File: src/rtl/cam_pkg.sv
// Shared types for the CAM controller: request opcodes, FSM states and index sizing.
package cam_pkg;

    typedef enum logic [1:0] {
        OP_SEARCH = 2'b00,
        OP_WRITE  = 2'b01,
        OP_DELETE = 2'b10,
        OP_FLUSH  = 2'b11
    } op_e;

    typedef enum logic [1:0] {
        IDLE   = 2'b00,
        MATCH  = 2'b01,
        COMMIT = 2'b10
    } state_e;

    // Index width for an array of depth entries; never narrower than one bit.
    function automatic int idx_width(input int depth);
        return (depth > 1) ? $clog2(depth) : 1;
    endfunction

endpackage

File: src/rtl/cam_prio_enc.sv
// Lowest-index priority encoder: returns the index of the lowest set bit and whether any bit is set.
module cam_prio_enc #(
    parameter int N = 16,
    parameter int W = 4
) (
    input  logic [N-1:0] vec,
    output logic [W-1:0] idx,
    output logic         any
);

    // Scan from the top down so the lowest set bit is the last assignment.
    always_comb begin
        idx = '0;
        any = |vec;
        for (int i = N - 1; i >= 0; i--) begin
            if (vec[i]) idx = W'(i);
        end
    end

endmodule

File: src/rtl/cam_mem_ctrl.sv
// CAM controller: DEPTH key/data entries with search, write, delete and flush, one op per 3 cycles.
// Handshake: req is sampled only while busy=0; an accepted op runs IDLE->MATCH->COMMIT and results appear after COMMIT.
module cam_mem_ctrl
    import cam_pkg::*;
#(
    parameter int WIDTH_KEY    = 8,
    parameter int WIDTH_DATA   = 16,
    parameter int DEPTH        = 16,
    parameter int AFULL_THRESH = 2,
    parameter int REPLACE_MODE = 0
) (
    input  logic                         clk,
    input  logic                         rst,
    input  logic                         req,
    input  logic [1:0]                   op,
    input  logic [WIDTH_KEY-1:0]         key,
    input  logic [WIDTH_DATA-1:0]        din,
    output logic [WIDTH_DATA-1:0]        dout,
    output logic                         read_valid,
    output logic                         hit,
    output logic [idx_width(DEPTH)-1:0]  hit_index,
    output logic                         busy,
    output logic                         full,
    output logic                         almost_full,
    output logic                         write_error,
    output logic                         invalid_write_state,
    output logic [1:0]                   state_dbg
);

    localparam int IW = idx_width(DEPTH);
    localparam int CW = $clog2(DEPTH + 1);
    localparam logic AF_RESET = (DEPTH <= AFULL_THRESH);

    state_e                 state_q, state_d;
    op_e                    op_q;
    logic [WIDTH_KEY-1:0]   key_q;
    logic [WIDTH_DATA-1:0]  din_q;

    logic [WIDTH_KEY-1:0]   keys_q [DEPTH];
    logic [WIDTH_DATA-1:0]  data_q [DEPTH];
    logic [DEPTH-1:0]       valid_q;
    logic [DEPTH-1:0]       match_q, cmp;
    logic [CW-1:0]          count_q, count_d;
    logic [IW-1:0]          victim_q, victim_d;

    logic [IW-1:0]          hit_idx, free_idx, wr_idx;
    logic                   hit_any, free_any;
    logic                   wr_en, clr_en, flush_en, search_done, werr_d, inv_d;
    logic                   full_d, af_d;

    assign busy      = (state_q != IDLE);
    assign state_dbg = state_q;

    always_comb begin
        state_d = state_q;
        case (state_q)
            IDLE:    if (req) state_d = MATCH;
            MATCH:   state_d = COMMIT;
            COMMIT:  state_d = IDLE;
            default: state_d = IDLE;
        endcase
    end

    always_comb begin
        for (int i = 0; i < DEPTH; i++) begin
            cmp[i] = valid_q[i] && (keys_q[i] == key_q);
        end
    end

    cam_prio_enc #(.N(DEPTH), .W(IW)) u_hit_enc (
        .vec (match_q),
        .idx (hit_idx),
        .any (hit_any)
    );

    cam_prio_enc #(.N(DEPTH), .W(IW)) u_free_enc (
        .vec (~valid_q),
        .idx (free_idx),
        .any (free_any)
    );

    // Commit decode: what the COMMIT cycle does to storage, count and result pulses.
    always_comb begin
        count_d     = count_q;
        victim_d    = victim_q;
        wr_en       = 1'b0;
        wr_idx      = hit_idx;
        clr_en      = 1'b0;
        flush_en    = 1'b0;
        search_done = 1'b0;
        werr_d      = 1'b0;
        inv_d       = 1'b0;
        if (state_q == COMMIT) begin
            case (op_q)
                OP_SEARCH: search_done = 1'b1;
                OP_WRITE: begin
                    if (hit_any) begin
                        wr_en = 1'b1;
                    end else if (free_any) begin
                        wr_en   = 1'b1;
                        wr_idx  = free_idx;
                        count_d = count_q + CW'(1);
                    end else if (REPLACE_MODE != 0) begin
                        wr_en    = 1'b1;
                        wr_idx   = victim_q;
                        victim_d = (victim_q == IW'(DEPTH - 1)) ? '0 : victim_q + IW'(1);
                    end else begin
                        werr_d = 1'b1;
                    end
                end
                OP_DELETE: begin
                    if (hit_any) begin
                        clr_en  = 1'b1;
                        count_d = count_q - CW'(1);
                    end else begin
                        inv_d = 1'b1;
                    end
                end
                OP_FLUSH: begin
                    flush_en = 1'b1;
                    count_d  = '0;
                    victim_d = '0;
                end
                default: ;
            endcase
        end
        full_d = (count_d == CW'(DEPTH));
        af_d   = ((DEPTH - int'(count_d)) <= AFULL_THRESH);
    end

    always_ff @(posedge clk or negedge rst) begin
        if (!rst) begin
            state_q             <= IDLE;
            op_q                <= OP_SEARCH;
            key_q               <= '0;
            din_q               <= '0;
            valid_q             <= '0;
            match_q             <= '0;
            count_q             <= '0;
            victim_q            <= '0;
            dout                <= '0;
            read_valid          <= 1'b0;
            hit                 <= 1'b0;
            hit_index           <= '0;
            write_error         <= 1'b0;
            invalid_write_state <= 1'b0;
            full                <= 1'b0;
            almost_full         <= AF_RESET;
        end else begin
            state_q <= state_d;
            if (state_q == IDLE && req) begin
                op_q  <= op_e'(op);
                key_q <= key;
                din_q <= din;
            end
            if (state_q == MATCH) match_q <= cmp;

            if (flush_en) begin
                valid_q <= '0;
            end else begin
                if (wr_en)  valid_q[wr_idx]  <= 1'b1;
                if (clr_en) valid_q[hit_idx] <= 1'b0;
            end
            count_q  <= count_d;
            victim_q <= victim_d;

            read_valid          <= search_done;
            hit                 <= search_done && hit_any;
            write_error         <= werr_d;
            invalid_write_state <= inv_d;
            full                <= full_d;
            almost_full         <= af_d;
            if (search_done) begin
                dout      <= hit_any ? data_q[hit_idx] : '0;
                hit_index <= hit_any ? hit_idx : '0;
            end
        end
    end

    // Key/data payload needs no reset; the valid bits alone define occupancy.
    always_ff @(posedge clk) begin
        if (wr_en) begin
            keys_q[wr_idx] <= key_q;
            data_q[wr_idx] <= din_q;
        end
    end

endmodule

File: config.mk
export PLATFORM = sky130hd
export DESIGN_NAME = cam_mem_ctrl
export DESIGN_NICKNAME = d
export VERILOG_FILES = /design/src/rtl/cam_pkg.sv /design/src/rtl/cam_prio_enc.sv /design/src/rtl/cam_mem_ctrl.sv
export SDC_FILE = /design/constraint.sdc
export NUM_CORES = 1
export LEC_CHECK = 0
export CORE_MARGIN = 4
export CORE_UTILIZATION = 55
export CTS_BUF_LIST = sky130_fd_sc_hd__clkbuf_4 sky130_fd_sc_hd__clkbuf_8 sky130_fd_sc_hd__clkbuf_16
export DETAILED_ROUTE_END_ITERATION = 8
export GPL_TIMING_DRIVEN = 0
export PLACE_DENSITY = 0.72
export SLEW_MARGIN = 5
export SYNTH_ARGS = -nofsm -noshare
export SYNTH_HDL_FRONTEND = slang
export SYNTH_HIERARCHICAL = 1
export SYNTH_SLANG_ARGS = --single-unit
File: constraint.sdc
create_clock -name clk -period 6.6 [get_ports clk]
set_input_delay 0.66 -clock clk [delete_from_list [all_inputs] [get_ports clk]]
set_output_delay 0.66 -clock clk [all_outputs]
set_load 0.01 [all_outputs]
[Word level (Yosys, flattened, before mapping)]
Memories as Yosys holds them, arrays and structs flattened.
Cells that the tools add are included.
Word-level totals
  flip-flop bits (word level): 91
  latch bits: 0
  bits in writable memories: 384
  memory bits (read-only): 0
  input bits: 29
  output and inout bits: 29
  logic and storage cells: 150
  memories: 2
Cells by class
  add/sub/neg operators: 3
  multipliers: 0
  divide/modulo/power cells: 0
  $lt $le $gt $ge: 5
  equality and inequality tests: 23
  shifts and indexed selects: 0
  muxes and demuxes: 73
  bitwise operators: 4
  reductions and logical operators: 25
Memories
  data_q: depth 16, width 16, read ports 1, clocked after memory_dff 0, wr ports 1, RTL line cam_mem_ctrl.sv:40  | logic [WIDTH_DATA-1:0] data_q [DEPTH];
  keys_q: depth 16, width 8, read ports 16, clocked after memory_dff 0, wr ports 1, RTL line cam_mem_ctrl.sv:39  | logic [WIDTH_KEY-1:0] keys_q [DEPTH];
Operators with widths (count)
  two-way mux 4 bit: 37
  equality test 8 bit: 16
  two-way mux 16 bit: 5
  NOT 16 bit: 2
  OR reduction 16 bit: 2
  two-way mux 1 bit: 22
  logical AND 1 bit: 20
  two-way mux 5 bit: 4
  AND 16 bit: 1
  OR 16 bit: 1
  case mux 5 bit (3 select lines): 1
  < comparator 4 x 5 -> 1 bit (second input constant): 2
  demux 1 bit (select 4 bit): 2
  >= comparator 4 x 1 -> 1 bit (second input constant): 2
  equality test 2 bit (second input constant): 3
  <= comparator 6 x 3 -> 1 bit (second input constant): 1
  subtractor 5 x 5 -> 6 bit (first input constant): 1
  adder 5 x 1 -> 5 bit (second input constant): 1
  equality test 5 bit (second input constant): 1
  subtractor 5 x 1 -> 5 bit (second input constant): 1
  equality test 2 x 1 -> 1 bit (second input constant): 2
  zero test 2 bit: 2
  case mux 2 bit (2 select lines): 1
  two-way mux 2 bit: 1
  other kinds (2): 2

[Longest topological paths before layout]
  depth in word-level cells: 31
  depth in mapped cells: 15
  mapped depth without buffers: 14

[Cells and area by module]
Netlist, hierarchy kept.
By module, submodules not included
  cam_mem_ctrl: times used 1, cells an instance 1028, area each 19124.6 um^2
  cam_prio_enc: times used 2, cells an instance 34, area each 176.4 um^2

[Least setup slack after synthesis]
No wires, ideal clock.
  kind: reg2reg
  start point: register match_q[4]
  end point: register valid_q[8]
  library setup time: 69 ps
  arrival: 3374 ps
  data required time: 6531 ps
  path slack: 3157 ps
  stages on the path, launching flop included: 12
  path buffers: 2
  clock period less this slack: 3443 ps
  cell sequence: dfrtp_1 -> nor4_2 -> nand3_1 -> or3_1 -> buf_2 -> nor2b_1 -> buf_4 -> nand2_1 -> nor3b_1 -> a21oi_1 -> nor2_1 -> o221a_2
Between the ends
  elaborated cells on any way between the ends: 33
RTL lines
  start: declaration: RTL line cam_mem_ctrl.sv:42  | logic [DEPTH-1:0] match_q, cmp;
  start signal: assignment: RTL line cam_mem_ctrl.sv:156  | if (state_q == MATCH) match_q <= cmp;
  OR reduction 16 bit *: RTL line cam_prio_enc.sv:14  | any = |vec;
  named net hit_any: RTL line cam_mem_ctrl.sv:47  | logic hit_any, free_any;
  two-way mux 4 bit: RTL line cam_mem_ctrl.sv:97  | if (hit_any) begin
  two-way mux 4 bit: RTL line cam_mem_ctrl.sv:94  | case (op_q)
  two-way mux 4 bit: RTL line cam_mem_ctrl.sv:93  | if (state_q == COMMIT) begin
  < comparator 4 x 5 -> 1 bit (not written as such) or >= comparator 4 x 1 -> 1 bit (tied branches): RTL line cam_mem_ctrl.sv:161  | if (wr_en) valid_q[wr_idx] <= 1'b1;
  logical AND 1 bit (not written as such): RTL line cam_mem_ctrl.sv:161
  two-way mux 1 bit (not written as such): RTL line cam_mem_ctrl.sv:161
  demux 1 bit (select 4 bit): RTL line cam_mem_ctrl.sv:161
  OR 16 bit (no source line)
  two-way mux 16 bit: RTL line cam_mem_ctrl.sv:161
  two-way mux 16 bit: RTL line cam_mem_ctrl.sv:158  | if (flush_en) begin
  AND 16 bit (no source line)
  two-way mux 16 bit *: RTL line cam_mem_ctrl.sv:162  | if (clr_en) valid_q[hit_idx] <= 1'b0;
  two-way mux 16 bit *: RTL line cam_mem_ctrl.sv:158
  end signal: assignment: RTL line cam_mem_ctrl.sv:159  | valid_q <= '0;
  end signal: indexed assignment: RTL line cam_mem_ctrl.sv:161
  end signal: indexed assignment: RTL line cam_mem_ctrl.sv:162
  end: declaration: RTL line cam_mem_ctrl.sv:41  | logic [DEPTH-1:0] valid_q;
Mark *: on every way through the listed nets, which the timed path passes. The rest lies on a longest branch. The select of a mux whose other input is x is not followed.
A chain may end at the register's enable or synchronous reset.

[Final worst setup path]
  start point: register match_q[13]
  end point: register valid_q[4]
Between the ends
  word-level cells in the longest chain between the ends: 28
  elaborated cells on any way between the ends: 42
RTL lines
  two-way mux 4 bit * (14 in a row): RTL line cam_prio_enc.sv:16  | if (vec[i]) idx = W'(i);
  named net hit_idx[1]: RTL line cam_mem_ctrl.sv:46  | logic [IW-1:0] hit_idx, free_idx, wr_idx;
  two-way mux 4 bit: RTL line cam_mem_ctrl.sv:99  | end else if (free_any) begin
  two-way mux 4 bit: RTL line cam_mem_ctrl.sv:97
  two-way mux 4 bit: RTL line cam_mem_ctrl.sv:94
  two-way mux 4 bit: RTL line cam_mem_ctrl.sv:93
  < comparator 4 x 5 -> 1 bit (not written as such) or >= comparator 4 x 1 -> 1 bit (tied branches): RTL line cam_mem_ctrl.sv:161
  logical AND 1 bit (not written as such): RTL line cam_mem_ctrl.sv:161
  two-way mux 1 bit (not written as such): RTL line cam_mem_ctrl.sv:161
  demux 1 bit (select 4 bit): RTL line cam_mem_ctrl.sv:161
  OR 16 bit (no source line)
  two-way mux 16 bit: RTL line cam_mem_ctrl.sv:161
  two-way mux 16 bit: RTL line cam_mem_ctrl.sv:158
  AND 16 bit (no source line)
  two-way mux 16 bit *: RTL line cam_mem_ctrl.sv:162
  two-way mux 16 bit *: RTL line cam_mem_ctrl.sv:158
Marks and branches as above.

==> summary.md <==
| Metric | Value |
|---|---|
| Clock slew at reported path FFs | 60 ps |
| Ys flop type | edfxtp_1 |
| GRT Total Usage | 23.28% |
| Starting Density | 56.11% |
| Max VDD drop | 228.0 uV |
| Ports | 58 |
| Final Hold Violating Endpoints | 0 |
| Vias in the first global route | 10592 |
| DIE WIDTH | 196.2 um |
| CTS root buffer | clkbuf_16 |
| Iteration-0 DRC Markers | 1186 |
| Antenna violations before repair | 0 |
| #FFs+latches synth | 475 |
| CP endpoint kind | register |
| Post-Synthesis Cells | 1096 |
| Hold WC Path Type | in2async |
| Warnings from Yosys | 6 |
| Number of synthesized flops with an enable pin | 384 |
| Placed cells | 1625 |
| Post-synth net total | 1130 |
| Core area | 34710 sq um |
| Dominant cell type by area after synthesis | edfxtp_1 |
| Nets@finish | 1254 |
| Count of cell types in the netlist | 57 |
| Hold-fix buffers, CTS | 0 |
| Antenna Cells | 0 |
| Crit path buf inv count | 3 |
| Startpoint Class | register |
| Syn Std Cell Area | 19480 sq um |
| Fmax | 0.2511 GHz |
| Setup bufs post-CTS | 0 |
| Syn Area/Cell | 17.77 sq um |
| Largest net degree at the start of global routing | 55 |
| Slew Limit Fails | 0 |
| Tot Pwr | 0.006984 W |
| Pwr dens | 306.9 nW/um^2 |
| Avg Vias per Cell | 6.128 |
| Rel. slew slack | 14.09% |
| Critical Setup Path Class | reg2reg |
| Layout cells sized above 1 | 17.06% |
| # setup viols final | 0 |
| Sequential cell area fraction in the yosys report | 70.89% |
| WL/cell | 26.07 um |
| Leakage power | 7.786 nW |
| CP max FO | 16 |
| Required time worst endpoint | 7030 ps |
| Most common cell in the netlist | edfxtp_1 |
| CTS tree | yes |
| Die extent in y | 196.2 um |
| Status | finished clean |
| DRT Pass-1 Iters | 5 |
| Asr flop ratio synth | 19.16% |
| Post_cts resized | 0 |
| First-pass GRT wire length | 66740 um |
| Drt total wl | 44710 um |
| Area of the die | 38490 sq um |
| Synth top area cells | edfxtp_1, dfrtp_1, mux4_1, xor2_1, mux4_2 |
| Crit. Startpoint | match_q[13] |
| CP Cell Sequence | o31ai_1 -> nand2_1 -> a31oi_1 -> clkbuf_1 -> buf_2 -> or2_1 -> nor2_1 -> o21ai_0 -> nor2_4 -> buf_16 -> o221a_2 |
| Post-DP HPWL | 28230 um |
| Std-Cell Rows | 68 |
| Final GP Congestion | 0.8889 |
| CP max-delay cell | o21ai_0 |
| Critical path arrival | 4410 ps |
| Setup TNS Final | 0 ps |
| Area growth syn-to-layout | 16.83% |
| CTS Sinks | 475 |
| Min Tclk post-route | 3982 ps |
| FF-to-FF Start | match_q[13] |
| MaxCap Viol Count | 0 |
| Grt ovf | 0 |
| RSZ-0062 raised after global routing | no |
| CTS Buf Count | 48 |
| Vias | 10509 |
| CP max stage delay | 1000 ps |
| Fin crit share | 60.33% |
| Count of antenna-violating nets left after detailed routing | 0 |
| Clock Skews | 17.12 ps |
| Crit-path leading delay family | compound AO/OA/AOI/OAI gates |
| # DRC | 0 |
| Top-area cell type share of the netlist area | 59.20% |
| Cell Count, Final, Fillers Out | 1715 |
| I/O Buffers | 57 |
| Slew @ Worst Pin | 1275 ps |
| H-tree Lvls | 2 |
| Clock insertion delay at the later pin of the skew report | 560 ps |
| Top cells by count, synth | edfxtp_1, xor2_1, dfrtp_1 |
| Clock Path Buffers | 3 |
-- stage by stage --
| stage | instance area, sq um | utilization (%) | hold WS [ps] | worst slack, ps |
|---|---|---|---|---|
| global route | 22760 | 65.55 | 131.9 | 2473 |
| global placement | 20620 | 59.39 | 466.9 | 819.6 |
| detailed placement | 21160 | 60.95 | 460.6 | 2690 |
| floorplan | 19480 | - | 364.4 | 3157 |
| CTS | 22760 | 65.55 | 109.0 | 2597 |
| finish | 22760 | 65.55 | 101.8 | 2618 |
-- sequential cells by signal, summed over array words and instances, names as in the netlist, 2 cells and up --
name / count
din_q: 16
keys_q: 128
state_dbg: 2
count_q: 5
key_q: 8
valid_q: 16
dout: 16
hit_index: 4
op_q: 2
match_q: 16
data_q: 256
-- final cells by class --
class                   count  area [sq um]
clock inverters            23         211.5
plain buffers              54         295.3
repair buffers             74         991.0
clock buffers              67          1386
well taps                 455         569.3
flip-flops and latches    475         13810
multi-input cells         534          5370
fillers                  2293         11960
inverters                  33         123.9
-- cell families after synthesis --
logic type,synth area share (%)
buffers and inverters,2.152
muxes,12.01
xor gates and xnor gates,5.801
adders and majority gates,0.3212
DFF,70.89
AOI/OAI and AO/OA,3.623
and+or+nand+nor,5.197
-- layout by cell type, fill, tap and decap left out, types with 19 or more instances in the layout --
cell type,instances
clkbuf_1,28
mux4_2,28
nand2_1,48
clkbuf_16,49
dfrtp_1,91
mux2_2,26
mux4_1,52
nor3_1,19
edfxtp_1,384
nor2_1,24
nor4_1,19
clkdlybuf4s50_1,56
inv_1,32
xor2_1,101
xnor2_1,28
-- worst register-to-register path, cell delays in order, from the launching register on --
cell and delay (ps):
dfrtp_1 420, o31ai_1 260, nand2_1 90, a31oi_1 170, clkbuf_1 290, buf_2 360, or2_1 340, nor2_1 80
o21ai_0 1000, nor2_4 300, buf_16 280, o221a_2 270
-- per-layer routing --
layer / share of wire (%) / routed length (um) / GRT usage (%) / vias up
met2: 47 / 21030 / 36.45 / 470
met4: 2.4 / 1083 / 6.232 / 0
met5: 0 / 0 / 0 / -
met1: 43 / 19010 / 34.08 / 5381
met3: 8.0 / 3584 / 4.723 / 94
li1: - / - / - / 4564
-- final timing paths --
kind | cells past startpoint | slack [ps] | endpoint
min in group clk | 2 | 480 | hit_index[3]
max | 11 | 2620 | valid_q[4]
min reg2reg | 2 | 480 | hit_index[3]
max in group asynchronous | 2 | 5790 | key_q[5]
max reg2reg | 11 | 2620 | valid_q[4]
min | 1 | 100 | state_dbg[0]
-- where the power goes --
group / internal (W) / total, W / switching (W)
Combinational: 0.000251 / 0.000616 / 0.000366
Sequential: 0.00348 / 0.00369 / 0.000204
Clock: 0.00159 / 0.00268 / 0.00109
Total: 0.00532 / 0.00698 / 0.00166
(Power assumes the default switching activity.)
